<file path="src/rtl/wave_seq_pkg.sv">
// Shared types and constants for the sine-ROM frame sequencer.
package wave_seq_pkg;
  localparam int FRAME_LEN = 64;
  localparam int ADDR_W    = 6;
  localparam int QTR_OFS   = 16;
  localparam int SAMPLE_W  = 16;

  typedef enum logic [1:0] {
    ST_IDLE  = 2'd0,
    ST_RUN   = 2'd1,
    ST_DRAIN = 2'd2
  } state_e;
endpackage

</file>
<file path="src/rtl/wave_phase_acc.sv">
// Phase/sample-index counters with stride addition and quadrature address offset.
// WAVE_SEQ_IQ_EN adds the cosine (quarter-period ahead) address output.
module wave_phase_acc
  import wave_seq_pkg::*;
(
  input  logic              clk,
  input  logic              rst,
  input  logic              clear,
  input  logic              ld,
  input  logic [ADDR_W-1:0] step,
  output logic [ADDR_W-1:0] phase,
  output logic [ADDR_W-1:0] idx,
`ifdef WAVE_SEQ_IQ_EN
  output logic [ADDR_W-1:0] addr_quad,
`endif
  output logic              last
);
  logic [ADDR_W-1:0] phase_q, phase_d;
  logic [ADDR_W-1:0] idx_q, idx_d;
  logic [ADDR_W-1:0] step_q, step_d;

  assign last  = (idx_q == ADDR_W'(FRAME_LEN - 1));
  assign phase = phase_q;
  assign idx   = idx_q;
`ifdef WAVE_SEQ_IQ_EN
  assign addr_quad = phase_q + ADDR_W'(QTR_OFS);
`endif

  always_comb begin
    phase_d = phase_q;
    idx_d   = idx_q;
    step_d  = step_q;
    if (clear) begin
      phase_d = '0;
      idx_d   = '0;
      step_d  = step;
    end else if (ld) begin
      idx_d   = idx_q + 1'b1;
      // Rewind at the frame end so every frame restarts at address 0.
      phase_d = last ? '0 : phase_q + step_q;
    end
  end

  always_ff @(posedge clk or posedge rst) begin
    if (rst) begin
      phase_q <= '0;
      idx_q   <= '0;
      step_q  <= '0;
    end else begin
      phase_q <= phase_d;
      idx_q   <= idx_d;
      step_q  <= step_d;
    end
  end
endmodule

</file>
<file path="src/rtl/wave_frame_seq.sv">
// Sine-ROM stimulus sequencer streaming framed 64-sample blocks to the FFT input.
// Define WAVE_SEQ_IQ_EN for the quadrature ROM port and a complex (cos on DO_IM) tone.
module wave_frame_seq
  import wave_seq_pkg::*;
#(
  parameter int FRAME_LEN = 64,
  parameter int NF_W      = 8
) (
  input  logic                CLK,
  input  logic                RST,
  input  logic                START,
  input  logic                STOP,
  input  logic [ADDR_W-1:0]   STEP,
  input  logic [NF_W-1:0]     NFRAMES,
  output logic [ADDR_W-1:0]   ROM_ADDR,
  input  logic [SAMPLE_W-1:0] ROM_DATA,
`ifdef WAVE_SEQ_IQ_EN
  output logic [ADDR_W-1:0]   ROM_ADDR_Q,
  input  logic [SAMPLE_W-1:0] ROM_DATA_Q,
`endif
  output logic [SAMPLE_W-1:0] DO_RE,
  output logic [SAMPLE_W-1:0] DO_IM,
  output logic                DO_VALID,
  input  logic                DI_READY,
  output logic                DO_SOF,
  output logic                DO_EOF,
  output logic                BUSY,
  output logic                DONE
);
  state_e              state_q, state_d;
  logic [NF_W-1:0]     fcnt_q, fcnt_d, fcnt_inc;
  logic [NF_W-1:0]     nframes_q, nframes_d;
  logic                stop_q, stop_d;
  logic [SAMPLE_W-1:0] re_q, re_d;
  logic                valid_q, valid_d;
  logic                sof_q, sof_d;
  logic                eof_q, eof_d;
  logic                done_q, done_d;
  logic                start_acc, ld, last, stop_pend, last_frame;
  logic [ADDR_W-1:0]   phase, idx;

  assign start_acc  = (state_q == ST_IDLE) && START;
  // Load a new sample whenever the output register is empty or being drained.
  assign ld         = (state_q == ST_RUN) && (!valid_q || DI_READY);
  assign stop_pend  = stop_q || STOP;
  assign fcnt_inc   = fcnt_q + 1'b1;
  assign last_frame = ((nframes_q != '0) && (fcnt_inc == nframes_q)) || stop_pend;

  wave_phase_acc u_phase_acc (
    .clk       (CLK),
    .rst       (RST),
    .clear     (start_acc),
    .ld        (ld),
    .step      (STEP),
    .phase     (phase),
    .idx       (idx),
`ifdef WAVE_SEQ_IQ_EN
    .addr_quad (ROM_ADDR_Q),
`endif
    .last      (last)
  );

  always_comb begin
    state_d   = state_q;
    fcnt_d    = fcnt_q;
    nframes_d = nframes_q;
    re_d      = re_q;
    valid_d   = valid_q;
    sof_d     = sof_q;
    eof_d     = eof_q;
    done_d    = 1'b0;
    stop_d    = (state_q == ST_IDLE) ? 1'b0 : stop_pend;

    case (state_q)
      ST_IDLE: begin
        if (START) begin
          state_d   = ST_RUN;
          fcnt_d    = '0;
          nframes_d = NFRAMES;
        end
      end
      ST_RUN: begin
        if (ld && last) begin
          fcnt_d = fcnt_inc;
          if (last_frame) state_d = ST_DRAIN;
        end
      end
      ST_DRAIN: begin
        if (valid_q && DI_READY) begin
          state_d = ST_IDLE;
          done_d  = eof_q;
        end
      end
      default: state_d = ST_IDLE;
    endcase

    if (ld) begin
      re_d    = ROM_DATA;
      sof_d   = (idx == '0);
      eof_d   = last;
      valid_d = 1'b1;
    end else if (DI_READY) begin
      valid_d = 1'b0;
    end
  end

  always_ff @(posedge CLK or posedge RST) begin
    if (RST) begin
      state_q   <= ST_IDLE;
      fcnt_q    <= '0;
      nframes_q <= '0;
      stop_q    <= 1'b0;
      re_q      <= '0;
      valid_q   <= 1'b0;
      sof_q     <= 1'b0;
      eof_q     <= 1'b0;
      done_q    <= 1'b0;
    end else begin
      state_q   <= state_d;
      fcnt_q    <= fcnt_d;
      nframes_q <= nframes_d;
      stop_q    <= stop_d;
      re_q      <= re_d;
      valid_q   <= valid_d;
      sof_q     <= sof_d;
      eof_q     <= eof_d;
      done_q    <= done_d;
    end
  end

`ifdef WAVE_SEQ_IQ_EN
  logic [SAMPLE_W-1:0] im_q, im_d;

  always_comb begin
    im_d = ld ? ROM_DATA_Q : im_q;
  end

  always_ff @(posedge CLK or posedge RST) begin
    if (RST) im_q <= '0;
    else     im_q <= im_d;
  end

  assign DO_IM = im_q;
`else
  assign DO_IM = '0;
`endif

  assign ROM_ADDR = phase;
  assign DO_RE    = re_q;
  assign DO_VALID = valid_q;
  assign DO_SOF   = sof_q;
  assign DO_EOF   = eof_q;
  assign BUSY     = (state_q != ST_IDLE);
  assign DONE     = done_q;
endmodule
</file>
<file path="config.mk">
export PLATFORM = sky130hd
export DESIGN_NAME = wave_frame_seq
export DESIGN_NICKNAME = d
export VERILOG_FILES = /design/src/rtl/wave_seq_pkg.sv /design/src/rtl/wave_phase_acc.sv /design/src/rtl/wave_frame_seq.sv
export SDC_FILE = /design/constraint.sdc
export NUM_CORES = 1
export LEC_CHECK = 0
export BUFFER_PORTS_ARGS = -buffer_cell sky130_fd_sc_hd__buf_2
export CAP_MARGIN = 5
export CORE_MARGIN = 4
export CORE_UTILIZATION = 56
export CTS_BUF_LIST = sky130_fd_sc_hd__clkbuf_16
export DETAILED_ROUTE_END_ITERATION = 8
export PLACE_DENSITY = 0.84
export RECOVER_POWER = 100
export SLEW_MARGIN = 25
export SYNTH_ARGS = -nofsm -noshare
export SYNTH_HDL_FRONTEND = slang
export SYNTH_SLANG_ARGS = --single-unit
</file>
<file path="constraint.sdc">
create_clock -name CLK -period 3.2 [get_ports CLK]
set_clock_uncertainty 0.2 [all_clocks]
set_input_delay 0.96 -clock CLK [delete_from_list [all_inputs] [get_ports CLK]]
set_output_delay 0.96 -clock CLK [all_outputs]
set_load 0.05 [all_outputs]
</file>
[Word level (Yosys, flattened, before mapping)]
Index checks and enable logic that the tools add are counted.
Word-level totals
  bits in registers: 57
  bits in latches: 0
  RAM bits: 0
  memory bits (read-only): 0
  bits of input ports: 35
  output and inout bits: 43
  memories: 0
Cells by class
  $add $sub $neg: 3
  multiply operators: 0
  div/mod/pow operators: 0
  magnitude comparators: 0
  eq/ne operators: 8
  shift-type cells: 0
  mux-type cells: 18
  bitwise operators: 0
  reductions and logical operators: 19
Operators by type and width (number)
  6-bit 2-to-1 mux: 5
  8-bit 2-to-1 mux: 2
  8-bit one-hot mux with 2 select lines: 1
  8-bit by 1-bit adder with 8-bit output, second input constant: 1
  8-bit == test: 1
  2-bit 2-to-1 mux: 4
  2-bit nonzero test: 4
  8-bit nonzero test: 1
  6-bit by 1-bit adder with 6-bit output, second input constant: 1
  6-bit adder: 1
  6-bit == test, second input constant: 1
  6-bit logical NOT: 1
  2-bit inequality test, second input constant: 3
  2-bit one-hot mux with 3 select lines: 1
  1-bit logical AND: 5
  1-bit 2-to-1 mux: 5
  4-bit AND reduction: 1
  1-bit logical OR: 3
  3-bit AND reduction: 1
  2-bit by 1-bit == test with 1-bit output, second input constant: 1
  2-bit == test, second input constant: 1
  2-bit logical NOT: 1
  2-bit by 1-bit inequality test with 1-bit output, second input constant: 1
  2-bit AND reduction: 1
  1-bit logical NOT: 1

[Logic depth before layout (Yosys ltp)]
  depth after elaboration: 7
  mapped depth: 7
  depth with buffers taken out: 6

[Hierarchy]
A second synthesis with hierarchy kept.
Second synthesis, totals
  cell total of the unflattened synthesis: 276
  area, all modules: 2980.4 um2
Modules (own cells, without submodules)
  wave_frame_seq: instances 1, cells an instance 182, area an instance 1960.6 um2, sequential area each 975.9 um2
  wave_phase_acc: instances 1, cells an instance 94, area an instance 1019.7 um2, sequential area each 450.4 um2

[Worst setup path before layout]
OpenSTA, ideal clock, no wires.
  path kind: register to register
  start point: register u_phase_acc.phase_q[1], in the netlist u_phase_acc.phase[1]
  end point: register u_phase_acc.phase_q[5], in the netlist u_phase_acc.phase[5]
  arrival: 2.062 ns
  required time: 2.917 ns
  path slack: 0.855 ns
  cell stages (with the launch flop): 7
  path buffers: 0
  path through: dfrtp_1 ha_1 a211oi_1 or4b_1 o2111a_1 or3_1 o21ai_0
On the way
  longest elaborated chain between the ends: 4
Ends and longest elaborated chain
  start, declared: RTL line wave_phase_acc.sv:18  | logic [ADDR_W-1:0] phase_q, phase_d;
  start signal, assigned: RTL line wave_phase_acc.sv:50  | phase_q <= phase_d;
  6-bit adder: RTL line wave_phase_acc.sv:40  | phase_d = last ? '0 : phase_q + step_q;
  6-bit 2-to-1 mux: RTL line wave_phase_acc.sv:40
  6-bit 2-to-1 mux: RTL line wave_phase_acc.sv:37  | end else if (ld) begin
  6-bit 2-to-1 mux: RTL line wave_phase_acc.sv:33  | if (clear) begin
No other way between the ends. The select of a mux whose other input is x is not followed.
A chain may end at the register's enable or synchronous reset.

[Worst setup path after layout]
  start point: register state_q[0]
  end point: output port BUSY
On the way
  longest elaborated chain between the ends: 1
Ends and longest elaborated chain
  start, declared: RTL line wave_frame_seq.sv:30  | state_e state_q, state_d;
  start signal, assigned: RTL line wave_frame_seq.sv:119  | state_q <= state_d;
  2-bit nonzero test: RTL line wave_frame_seq.sv:153  | assign BUSY = (state_q != ST_IDLE);
  end, declared: RTL line wave_frame_seq.sv:27  | output logic BUSY,
No other way between the ends.

==> results.cfg <==
[timing]
finalSetupViolCount = 0
final.setup.tns_ps = 0
rsz0062_at_grt = false
max_clock_freq_ghz = 0.3967
hold_slack_ps = 275.8
hold_viol = 0
finalMaxSlewViolations = 0
finalCritPeriodShare_pct = 78.78
slew_headroom_pct = 41.08
finalCriticalPeriod_ps = 2521
worst_slack_ps = 679.0
worst_slew_pin_slew_ps = 883.8

[logic_synthesis]
synth.most_common_cell = nand2_1
synth_edf_count = 0
synthTopCellsByArea = dfrtp_1, nand2_1, mux2_2
ys_ff_latch = 57
synth_top_area_cell = dfrtp_1
ys.flop_type = dfrtp_1
synth_cells = 303
syn_area_per_cell_um2 = 9.551
synth_commonest_cells = nand2_1, dfrtp_1, o21ai_0
synthArstFlopShare_pct = 100.0
seq_area_frac_synth_pct = 49.29
synth_area_um2 = 2894
synth_cell_types = 41
ys_warn_count = 0
yosysTopAreaCellShare_pct = 49.29

[die]
dieArea_um2 = 6382
coreArea_um2 = 4848
die_h_um = 79.89
io_pins = 78
die_w_um = 79.89
fp-row-count = 25
start_util_pct = 59.69

[global_routing]
grt_max_degree = 38
overflow = 0
grt_pass1_vias = 2398
grtUsageTotal_pct = 21.87
antenna_found_initial = 0
grt_pass1_wl_mm = 10.78

[placed_design]
hpwl_mm = 4.337
placed_area_um2 = 3221
port_buffers = 61
dpl_worst_slack_ps = 773.9
routabilityCongestion = 0.8156

[cts]
clock_latency_ps = 320
cts_max_path_buffers = 2
cts_buffers = 9
cts_setup_buffers = 0
cts.root.buffer_cell = clkbuf_16
postCtsHoldBufs = 0
htree_levels = 3
cts_tree = built
cts.sinks = 57
cts_resized = 0
clk_pin_slew_worst_paths_ps = 50

[worst_setup_path]
cp_cell_sequence = nor2_1 > inv_1 > clkbuf_1
reg2reg_depth = 7
cp.required_ps = 2040
startpoint_type = flip-flop
max_stage_delay_ps = 460
critPathKind = flip-flop to primary output
path_max_fanout = 7
r2r-end = state_q[0]
crit_end = BUSY
critPathCaptureType = primary output
regToRegSetupSlack_ps = 920
r2r_start = u_phase_acc.idx[0]
worstPathArrival_ps = 1360
startpoint = state_q[0]
worst_path_max_delay_cell = clkbuf_1

[status]
status = finished, final reports clean

[detailed_routing]
via_count = 2317
routed_wl_mm = 6.287
detail_route.wl_per_cell_um = 14.29
ant_nets = 0
vias_per_cell = 5.266
route.detailed.drc = 0
drtPass1Iterations = 4
drt_iter0_markers = 165

[power]
p_per_area_nw_per_um2 = 793.8
p_leak_uw = 0.001737
finalPower_uw = 2765
vdd_drop_max_mv = 0.7434

[finish]
area_delta_synth_final_pct = 20.36
n_fill_cell = 364
fin_area_um2 = 3483
drive_above_1_share_pct = 17.43
nets = 412
diodes = 0

[hold_path]
hp-class = flip-flop to flip-flop

[run]
maxCapViolations = 0
-- flip-flops by register name, summed over array words and instances, names as in the netlist, 2 cells and up --
name                cells
state_q                 2
nframes_q               8
u_phase_acc.phase       6
u_phase_acc.step_q      6
u_phase_acc.idx         6
DO_RE                  16
fcnt_q                  8
-- final cells by class --
| type | count | area, um^2 | area share [%] |
|---|---|---|---|
| well taps | 67 | 83.83 | 2.407 |
| inverters | 9 | 33.78 | 0.9698 |
| flip-flops and latches | 57 | 1426 | 40.95 |
| multi-input cells | 226 | 1326 | 38.07 |
| clock inverters | 7 | 93.84 | 2.694 |
| repair buffers | 65 | 294.0 | 8.441 |
| clock buffers | 9 | 225.2 | 6.466 |
-- worst min-delay path by stage --
stage / from / end / cells after the start
2_1_floorplan: stop_q / stop_q / 2
4_1_cts: DO_RE[12] / DO_RE[12] / 2
3_3_place_gp: DO_RE[4] / DO_RE[4] / 2
5_1_grt: DO_RE[3] / DO_RE[3] / 2
6_report: DO_RE[12] / DO_RE[12] / 2
3_5_place_dp: DO_RE[3] / DO_RE[3] / 2
-- worst max-delay path, delay by kind of cell (launching register included) --
kind / cells / cell delay, ps
simple gates: 1 / 90
flops: 1 / 430
buf+inv: 2 / 520
-- through the flow --
stage | instances | utilization [%]
2_1_floorplan | 318 | -
3_3_place_gp | 424 | 66.43
4_1_cts | 440 | 73.01
3_5_place_dp | 424 | 66.43
5_1_grt | 440 | 71.85
6_report | 440 | 71.85
-- power breakdown --
part	internal, uW	switching [uW]	total [uW]
Sequential	855	137	992
Clock	680	335	1010
Combinational	235	524	758
Total	1770	995	2770
-- cells by family (layout without fill, tap and decap cells) --
| family | after synthesis | in the layout | share of synthesized area, % |
|---|---|---|---|
| fa+ha+maj | 9 | 9 | 4.151 |
| compound gates | 45 | 45 | 9.425 |
| other cells | 1 | 16 | 0.1296 |
| xor+xnor | 19 | 19 | 5.750 |
| mux | 14 | 14 | 5.447 |
| buf+inv | 35 | 90 | 6.745 |
| simple gates | 123 | 123 | 19.07 |
| flops | 57 | 57 | 49.29 |
-- cells in the final DEF, fill, tap and decap left out, types with 2 or more instances in the layout --
| cell | instances |
|---|---|
| nand2_1 | 69 |
| dfrtp_1 | 57 |
| buf_2 | 33 |
| clkbuf_1 | 29 |
| o21ai_0 | 19 |
| nor2_1 | 17 |
| conb_1 | 16 |
| mux2_2 | 13 |
| nand3_1 | 10 |
| xnor2_1 | 10 |
| inv_1 | 9 |
| xor2_1 | 9 |
| clkbuf_16 | 9 |
| a21oi_1 | 8 |
| ha_1 | 8 |
| and3_1 | 5 |
| nor2b_1 | 4 |
| a31oi_1 | 4 |
| nand2b_1 | 3 |
| nor4_1 | 3 |
| o31ai_1 | 3 |
| nor3b_1 | 2 |
| or3_1 | 2 |
| nor3_1 | 2 |
| o41ai_1 | 2 |
| nand4_1 | 2 |
| bufinv_16 | 2 |
| buf_4 | 2 |
-- layer usage --
layer	track usage [%]	share of wire (%)
met1	27.19	43
met2	34.02	48
met3	7.901	7.6
met4	9.797	1.6
met5	0	0
Power figures use the tool's default switching activity.
